### config.mk
export PLATFORM = sky130hd
export DESIGN_NAME = led_scan_ctrl
export DESIGN_NICKNAME = d
export VERILOG_FILES = /design/src/rtl/led_pkg.sv /design/src/rtl/led_scan_div.sv /design/src/rtl/led_scan_ctrl.sv
export SDC_FILE = /design/constraint.sdc
export NUM_CORES = 1
export LEC_CHECK = 0
export CAP_MARGIN = 25
export CORE_MARGIN = 2
export CORE_UTILIZATION = 30
export DETAILED_ROUTE_END_ITERATION = 10
export SYNTH_ARGS = -nofsm -noshare
export SYNTH_HDL_FRONTEND = slang
export SYNTH_SLANG_ARGS = --single-unit
### constraint.sdc
create_clock -name i_clk -period 2.89 [get_ports i_clk]
set_clock_uncertainty 0.05 [all_clocks]
set_input_delay 0.578 -clock i_clk [delete_from_list [all_inputs] [get_ports i_clk]]
set_output_delay 0.578 -clock i_clk [all_outputs]
set_load 0.02 [all_outputs]
### src/rtl/led_pkg.sv
// Shared types and helpers for the LED digit scanner.
//   onehot_sel : one-hot vector with bit idx set (zero if idx >= n)
//   apply_pol  : optional inversion of a select vector for active-low pins
//   ptr_width  : width of a digit index for n digits (minimum 1)
package led_pkg;

  localparam int unsigned MAX_DIGITS = 16;

  typedef logic [MAX_DIGITS-1:0] sel_vec_t;

  function automatic int unsigned ptr_width(input int unsigned n);
    return (n > 1) ? $clog2(n) : 1;
  endfunction

  function automatic sel_vec_t onehot_sel(input int unsigned idx, input int unsigned n);
    sel_vec_t v;
    v = '0;
    if (idx < n) v = sel_vec_t'(1) << idx;
    return v;
  endfunction

  function automatic sel_vec_t apply_pol(input sel_vec_t v, input logic active_low);
    return active_low ? ~v : v;
  endfunction

endpackage

### src/rtl/led_scan_div.sv
// Scan timebase: slot divider plus digit pointer.
//   i_clk, i_rst     : clock, async active-high reset
//   i_en             : advance enable; both counters freeze when low
//   o_div_cnt        : cycle index inside the current slot (registered)
//   o_ptr            : current digit slot (registered)
//   o_slot_start_c   : combinational, high when o_div_cnt is 0
module led_scan_div
  import led_pkg::*;
#(
  parameter int unsigned N_DIGITS = 8,
  parameter int unsigned CLK_DIV  = 50000,
  parameter int unsigned DIV_W    = $clog2(CLK_DIV),
  parameter int unsigned PTR_W    = ptr_width(N_DIGITS)
) (
  input  logic             i_clk,
  input  logic             i_rst,
  input  logic             i_en,
  output logic [DIV_W-1:0] o_div_cnt,
  output logic [PTR_W-1:0] o_ptr,
  output logic             o_slot_start_c
);

  localparam logic [DIV_W-1:0] DIV_LAST = DIV_W'(CLK_DIV - 1);
  localparam logic [PTR_W-1:0] PTR_LAST = PTR_W'(N_DIGITS - 1);

  logic [DIV_W-1:0] div_cnt_q, div_cnt_d;
  logic [PTR_W-1:0] ptr_q, ptr_d;
  logic             tc;

  // Next-state: count within the slot, step the pointer on terminal count.
  always_comb begin
    div_cnt_d = div_cnt_q;
    ptr_d     = ptr_q;
    tc        = (div_cnt_q == DIV_LAST);
    if (i_en) begin
      if (tc) begin
        div_cnt_d = '0;
        // Explicit wrap keeps the pointer in range for non-power-of-2 counts.
        ptr_d     = (ptr_q == PTR_LAST) ? '0 : ptr_q + PTR_W'(1);
      end else begin
        div_cnt_d = div_cnt_q + DIV_W'(1);
      end
    end
  end

  always_ff @(posedge i_clk or posedge i_rst) begin
    if (i_rst) begin
      div_cnt_q <= '0;
      ptr_q     <= '0;
    end else begin
      div_cnt_q <= div_cnt_d;
      ptr_q     <= ptr_d;
    end
  end

  assign o_div_cnt      = div_cnt_q;
  assign o_ptr          = ptr_q;
  assign o_slot_start_c = (div_cnt_q == '0);

endmodule

### src/rtl/led_scan_ctrl.sv
// Multiplexed LED digit scanner with PWM brightness and per-digit blanking.
//   i_clk, i_rst    : clock, async active-high reset
//   i_en            : scan enable (freezes timebase, blanks selects when low)
//   i_brightness    : duty level, sampled at the start of each slot
//   i_digit_mask    : 1 = digit shown, 0 = digit blanked (slot still used)
//   o_cs            : registered one-hot digit select, polarity per CS_ACTIVE_LOW
//   o_ptr           : registered index of the current slot (drives segment mux)
//   o_frame_start   : registered pulse on the first cycle of slot 0
module led_scan_ctrl
  import led_pkg::*;
#(
  parameter int unsigned N_DIGITS      = 8,
  parameter int unsigned CLK_DIV       = 50000,
  parameter int unsigned PWM_BITS      = 4,
  parameter bit          CS_ACTIVE_LOW = 1'b0,
  localparam int unsigned PTR_W        = ptr_width(N_DIGITS)
) (
  input  logic                i_clk,
  input  logic                i_rst,
  input  logic                i_en,
  input  logic [PWM_BITS-1:0] i_brightness,
  input  logic [N_DIGITS-1:0] i_digit_mask,
  output logic [N_DIGITS-1:0] o_cs,
  output logic [PTR_W-1:0]    o_ptr,
  output logic                o_frame_start
);

  localparam int unsigned DIV_W = $clog2(CLK_DIV);
  localparam sel_vec_t    CS_IDLE_FULL = apply_pol('0, CS_ACTIVE_LOW);
  localparam logic [N_DIGITS-1:0] CS_IDLE = CS_IDLE_FULL[N_DIGITS-1:0];

  logic [DIV_W-1:0]    div_cnt;
  logic [PTR_W-1:0]    ptr;
  logic                slot_start_c;

  logic [PWM_BITS-1:0] bright_q, bright_d;
  logic [N_DIGITS-1:0] cs_q, cs_d;
  logic [PTR_W-1:0]    ptr_q, ptr_d;
  logic                frame_q, frame_d;
  logic [PWM_BITS-1:0] phase;
  logic                pwm_on;
  logic                active;

  led_scan_div #(
    .N_DIGITS (N_DIGITS),
    .CLK_DIV  (CLK_DIV),
    .DIV_W    (DIV_W),
    .PTR_W    (PTR_W)
  ) u_div (
    .i_clk          (i_clk),
    .i_rst          (i_rst),
    .i_en           (i_en),
    .o_div_cnt      (div_cnt),
    .o_ptr          (ptr),
    .o_slot_start_c (slot_start_c)
  );

  // PWM compare, masking and polarity feeding the output registers.
  always_comb begin
    bright_d = bright_q;
    if (slot_start_c) bright_d = i_brightness;

    // Low bits of the slot counter act as the PWM ramp.
    phase  = div_cnt[PWM_BITS-1:0];
    pwm_on = (phase < bright_q);
    active = i_en && pwm_on && i_digit_mask[ptr];

    cs_d    = N_DIGITS'(apply_pol(active ? onehot_sel(32'(ptr), N_DIGITS) : '0,
                                  CS_ACTIVE_LOW));
    ptr_d   = ptr;
    frame_d = i_en && (ptr == '0) && slot_start_c;
  end

  always_ff @(posedge i_clk or posedge i_rst) begin
    if (i_rst) begin
      bright_q <= '0;
      cs_q     <= CS_IDLE;
      ptr_q    <= '0;
      frame_q  <= 1'b0;
    end else begin
      bright_q <= bright_d;
      cs_q     <= cs_d;
      ptr_q    <= ptr_d;
      frame_q  <= frame_d;
    end
  end

  assign o_cs          = cs_q;
  assign o_ptr         = ptr_q;
  assign o_frame_start = frame_q;

endmodule

==> reports/metrics.yaml, run 1 <==
critical_path:
  worstReg2RegStart: "u_div.o_div_cnt[13]"
  crit_buf_inv: 0
  cp_cell_sequence: "or4_4, nor4_2, and2b_1, mux2_1"
  cp-start-kind: "flop"
  cpPeakStageDelay_ns: 0.56
  criticalPathCategory: "flop to flop"
  cp_data_required_time_ns: 3.01
  crit_family: "simple AND/OR/NAND/NOR gates"
  end_kind: "flop"
  r2r_slack_ns: 0.73
  critical_path.max_fanout: 8
  reg2reg_to: "u_div.o_ptr[0]"
  ff2ff_path_depth: 4
  arrival_ns: 2.29
  cp_slowest_cell: "or4_4"
logic_synthesis:
  synth_mux_area_frac: 0.0833
  syn_nets: 188
  async_flop_share: 1.00
  postSynthCellCount: 162
  ys_ff_latch: 35
  syn_avg_cell_area_um2: 10.7
  synth_top_area_share: 0.507
  seq_area_frac_synth: 0.507
  synth_top_cell_by_area: "dfrtp_1"
  synth_edf_count: 0
  synthFlopType: "dfrtp_1"
  synth_top_family_by_area: "simple AND/OR/NAND/NOR gates"
  synth_compound_area_frac: 0.0442
  synthXorXnorAreaFrac: 0.0507
  yosys_warnings: 0
  synth.cell_area_um2: 1730
  synthAdderAreaFrac: 0.0797
  synth_cell_types: 36
  ys_top_cells_by_area: "dfrtp_1 (51%), ha_1 (8.0%), xnor2_1 (3.5%)"
  synthSimpleGateAreaFrac: 0.190
timing:
  relSlewSlack: 0.646
  fin_crit_ns: 2.16
  max_clock_freq_mhz: 462
  rsz0062_at_grt: "no"
  finalSetupTns_ns: 0
  drv_slew: 0
  hold_slack_ns: 0.459
  tightestPinTransition_ns: 0.525
  setup_slack_ns: 0.725
  finalCritPeriodShare: 0.749
  finalHoldViolCount: 0
  setup_violations: 0
drt:
  finalWirelength_mm: 3.14
  viasPerCell: 4.79
  drc: 0
  first_pass_iters: 4
  antenna_left: 0
  drtIter0Drc: 53
  dr_total_vias: 1275
  wl_per_cell_um: 11.8
floorplanning:
  start_util: 0.312
  core_um2: 5540
  fp-row-count: 27
  dieHeight_um: 79.9
  io_pins: 27
  chipWidth_um: 79.9
  die-area_um2: 6380
cts:
  cts_setup_buffers: 0
  ctsResizeCount: 0
  cts_root_buf: "clkbuf_8"
  htree_levels: 2
  cts_made_buffers: 5
  clkTransAtPathRegs_ns: 0.07
  cts_tree: "built"
  cts_hold_buf: 0
  cts.path.max_buffers: 2
  clkSinkCount: 35
  clock_latency_ns: 0.29
grt:
  grt_first_pass_wirelength_mm: 5.64
  grt_pass1_vias: 1238
  met1_usage: 0.147
  grt-ovfl-total: 0
  grt.met3_usage: 0.0339
  busiest_layer: "met2"
  antenna_found_initial: 0
  grtUsageTotal: 0.114
  grt_max_degree: 36
  use_met2: 0.173
placed_design:
  port_buffers: 26
  place_ws_ns: 0.596
  placed_cells: 258
  gp_congestion: 0.780
  hpwl_mm: 2.29
power_and_ir_drop:
  p_int_mw: 1.04
  p_leak_nw: 0.968
  seq_power_share: 0.442
  irDropWorstVdd_mv: 0.470
  switching_share: 0.286
  p_sw_mw: 0.418
  clock_power_share: 0.360
  power.share.combinational: 0.198
  p_per_area_nw_per_um2: 662
final_layout:
  final_cell_count_no_fill: 266
  drive_gt1_frac: 0.103
  antenna_cells: 0
  areaGrowthSynthToFinish_pct: 28.0
  nets: 219
hold_path:
  hp-start: "bright_q[0]"
  hold_end: "bright_q[0]"
  hold_depth: 1
  worstHoldPathType: "flop to flop"
run_status:
  outcome: "complete, no violations"
job:
  max_cap_viol_count: 0
logic make-up (layout without fill, tap and decap cells):
| group | after synthesis | after routing |
|---|---|---|
| and+or+nand+nor | 63 | 63 |
| adders and majority gates | 11 | 11 |
| xor gates and xnor gates | 10 | 10 |
| muxes | 11 | 11 |
| buffers and inverters | 20 | 52 |
| DFF | 35 | 35 |
| AOI/OAI and AO/OA | 12 | 12 |
cell type report:
| type | instances | area (um^2) |
|---|---|---|
| Sequential cell | 35 | 876 |
| Clock buffer | 5 | 68.8 |
| Timing Repair Buffer | 28 | 275 |
| Clock inverter | 3 | 67.6 |
| Multi-Input combinational cell | 107 | 773 |
| Tap cell | 72 | 90.1 |
| Inverter | 16 | 60.1 |
| Fill cell | 548 | 3330 |
how the worst max path moves through the flow:
stage                        start             end  slack, ns  depth (start not counted)
6_report       u_div.o_div_cnt[13]  u_div.o_ptr[0]       0.73                          4
2_1_floorplan  u_div.o_div_cnt[13]  u_div.o_ptr[0]       0.91                          5
4_1_cts        u_div.o_div_cnt[13]  u_div.o_ptr[0]       0.71                          4
3_3_place_gp                  i_en  u_div.o_ptr[0]       0.61                          4
5_1_grt         u_div.o_div_cnt[4]  u_div.o_ptr[0]       0.59                          4
3_5_place_dp                  i_en  u_div.o_ptr[0]       0.60                          4
metrics by stage:
stage,total power [mW],utilization,instance area [um^2]
floorplan,0.859,-,1730
global placement,0.945,0.374,2070
detailed placement,0.946,0.374,2070
CTS,1.48,0.399,2210
global route,1.56,0.399,2210
finish,1.46,0.399,2210
worst reg2reg max path: stages, from the launching register on:
cell,delay [ns]
dfrtp_1,0.44
or4_4,0.56
nor4_2,0.30
and2b_1,0.35
mux2_1,0.35
power by group through the flow:
stage / Combinational [mW] / Clock, mW / Sequential (mW)
floorplan: 0.239 / 0 / 0.620
global placement: 0.288 / 0 / 0.657
detailed placement: 0.291 / 0 / 0.655
CTS: 0.294 / 0.539 / 0.645
global route: 0.338 / 0.565 / 0.660
finish: 0.289 / 0.527 / 0.646
flip-flops by register name, summed over array words and instances, names as in the netlist:
| signal | cells |
|---|---|
| u_div.o_ptr | 3 |
| o_ptr | 3 |
| o_cs | 8 |
| u_div.o_div_cnt | 16 |
| o_frame_start | 1 |
| bright_q | 4 |
synthesized netlist by cell type, types with 3 or more instances:
cell type / instances
clkbuf_1: 3
a21oi_1: 3
nand2_1: 16
xnor2_1: 7
nor2_1: 12
dfrtp_1: 35
xor2_1: 3
nand4_1: 5
nand3_1: 7
mux2_2: 5
nor4_1: 4
nor3_1: 7
ha_1: 11
inv_1: 16
cells in the final DEF (no fill, tap or decap), types with 4 or more instances in the layout:
master,instances
inv_1,16
clkdlybuf4s50_1,26
clkbuf_8,5
xnor2_1,7
nand2_1,16
nand3_1,7
ha_1,11
dfrtp_1,35
mux2_2,5
nand4_1,5
nor3_1,7
nor4_1,4
nor2_1,12
routing by layer:
| layer | wire, um | vias up |
|---|---|---|
| li1 | - | 621 |
| met1 | 1510 | 612 |
| met2 | 1410 | 33 |
| met3 | 150 | 9 |
| met4 | 68 | 0 |
| met5 | 0 | - |
No activity file was read; power rests on OpenSTA's default activity.
==> inputs of run 2 (changes only) <==
clock period = 1.8 ns   (was 2.89 ns; I/O delays follow)
==> reports/metrics.yaml, run 2 (synthesis results as in run 1) <==
floorplanning:
  io_pins: 27  # unchanged
  core_um2: 5540  # unchanged
  chipWidth_um: 79.9  # unchanged
  start_util: 0.312  # unchanged
  fp-row-count: 27  # unchanged
  dieHeight_um: 79.9  # unchanged
  die-area_um2: 6380  # unchanged
final_layout:
  drive_gt1_frac: 0.241  # +0.138
  largest_reg_flops: 16  # unchanged
  stdcell_area_um2: 2380  # +7.5%
  num-fill-cells: 553  # +0.91%
  final_common_cell: "dfrtp_1"
  layout_common_cells: "dfrtp_1 (34), clkdlybuf4s50_1 (26), buf_4 (24), nand2_1 (16), inv_1 (16)"
  nets: 241  # +10%
  antenna_cells: 0  # unchanged
  areaGrowthSynthToFinish_pct: 37.6
power_and_ir_drop:
  finalPower_mw: 2.18  # +49%
  p_leak_nw: 1.06  # +9.3%
  p_per_area_nw_per_um2: 917  # +39%
  irDropWorstVdd_mv: 0.363  # -23%
drt:
  viasPerCell: 4.69  # -2.1%
  topRoutingLayerUsed: "met4"
  first_pass_iters: 4  # unchanged
  dr_total_vias: 1351  # +6.0%
  met2_length_mm: 1.66  # +17%
  drtIter0Drc: 57  # +7.5%
  finalWirelength_mm: 3.58  # +14%
  wl_met3_um: 182  # +21%
  wl_met1_mm: 1.64  # +8.6%
  antenna_left: 0  # unchanged
  wl_per_cell_um: 12.4  # +5.2%
  drc: 0  # unchanged
placed_design:
  placed_cell_area_um2: 2250  # +8.3%
  hpwl_mm: 2.64  # +15%
  place_ws_ns: -0.148  # -0.743 ns
  gp_congestion: 0.800  # +2.6%
  port_buffers: 26  # unchanged
cts:
  cts_made_buffers: 5  # unchanged
  cts_hold_buf: 0  # unchanged
  cts_tree: "built"
  clkSinkCount: 35  # unchanged
  cts.path.max_buffers: 2  # unchanged
  htree_levels: 2  # unchanged
  clock_latency_ns: 0.29  # about the same
  cts_root_buf: "clkbuf_8"
  clkTransAtPathRegs_ns: 0.07  # about the same
timing:
  drv_slew: 0  # unchanged
  fin_crit_ns: 1.79  # -0.377 ns
  max_clock_freq_mhz: 559  # +21%
  setup_slack_ns: 0.0123  # -0.713 ns
  tightestPinTransition_ns: 0.436  # -0.0898 ns
  rsz0062_at_grt: "yes"
  finalHoldViolCount: 0  # unchanged
  finalCritPeriodShare: 0.993  # +0.244
  relSlewSlack: 0.710  # +0.0631
  setup_violations: 0  # unchanged
critical_path:
  arrival_ns: 1.92  # -0.37 ns
  cpPeakStageDelay_ns: 0.56  # about the same
  cp-start-kind: "flop"
  critical_path.max_fanout: 4  # -4
  cp_slowest_cell: "or4_4"
  criticalPathCategory: "flop to flop"
  cp_data_required_time_ns: 1.93  # -1.08 ns
  cp_cell_sequence: "or4_4, nor4_4, and2b_2, mux2_4"
  end_kind: "flop"
  ff2ff_path_depth: 4  # unchanged
grt:
  antenna_found_initial: 0  # unchanged
  grt_max_degree: 36  # unchanged
  grt_first_pass_wirelength_mm: 6.16  # +9.3%
  grtUsageTotal: 0.126  # +0.0119
  grt_pass1_vias: 1378  # +11%
  grt-ovfl-total: 0  # unchanged
hold_path:
  worstHoldPathType: "input port to asynchronous set/reset pin"
run_status:
  outcome: "complete, no violations"
job:
  max_cap_viol_count: 0  # unchanged
run 2: repair_timing:
action / 4_1_cts / 5_1_grt
pin swaps: 0 / 4
endpoints found under the setup margin: 6 / 15
buffers inserted: 0 / 0
endpoints found under the hold margin: 0 / 0
resized for setup: 5 / 7
run 2: path summary, 6_finish.rpt:
check | slack [ns] | to | startpoint
setup / recovery | 0.01 | u_div.o_ptr[1] | u_div.o_div_cnt[7]
hold / removal | 0.41 | u_div.o_ptr[2] | i_rst
setup reg to reg | 0.01 | u_div.o_ptr[1] | u_div.o_div_cnt[7]
hold reg to reg | 0.46 | bright_q[1] | bright_q[1]
max in group asynchronous | 0.94 | u_div.o_div_cnt[1] | i_rst
min in group i_clk | 0.46 | bright_q[1] | bright_q[1]
run 2: layer usage:
| metal | GRT usage | up-vias |
|---|---|---|
| met5 | 0 | - |
| met4 | 0.0729 | 0 |
| met3 | 0.0362 | 10 |
| met2 | 0.196 | 29 |
| met1 | 0.155 | 649 |
| li1 | - | 663 |
run 2: area by class of cell:
cell class / count / area [um^2] / share of cell area
Clock buffer: 6 / 72.6 / 0.0305
Clock inverter: 2 / 12.5 / 0.00526
Inverter: 16 / 60.1 / 0.0253
Multi-Input combinational cell: 107 / 825 / 0.347
Sequential cell: 35 / 877 / 0.369
Tap cell: 72 / 90.1 / 0.0379
Timing Repair Buffer: 50 / 440 / 0.185
run 2: report_power, final:
group	switching [mW]	internal [mW]
sequential	0.126	0.901
combinational	0.301	0.302
clock	0.280	0.270
total	0.707	1.47
run 2: critical path, delay by kind of cell (launching register included):
kind             cells  cell delay (ns)
AND/OR/NAND/NOR      3             0.95
flip-flops           1             0.38
multiplexers         1             0.30
run 2: through the flow:
stage	setup TNS (ns)	hold slack [ns]	cells	utilization
4_1_cts	0	0.441	288	0.424
5_1_grt	-0.229	0.489	288	0.429
3_3_place_gp	-1.60	0.442	280	0.406
3_5_place_dp	-1.40	0.451	280	0.406
2_1_floorplan	-0.0787	0.388	162	-
6_report	0	0.413	288	0.429
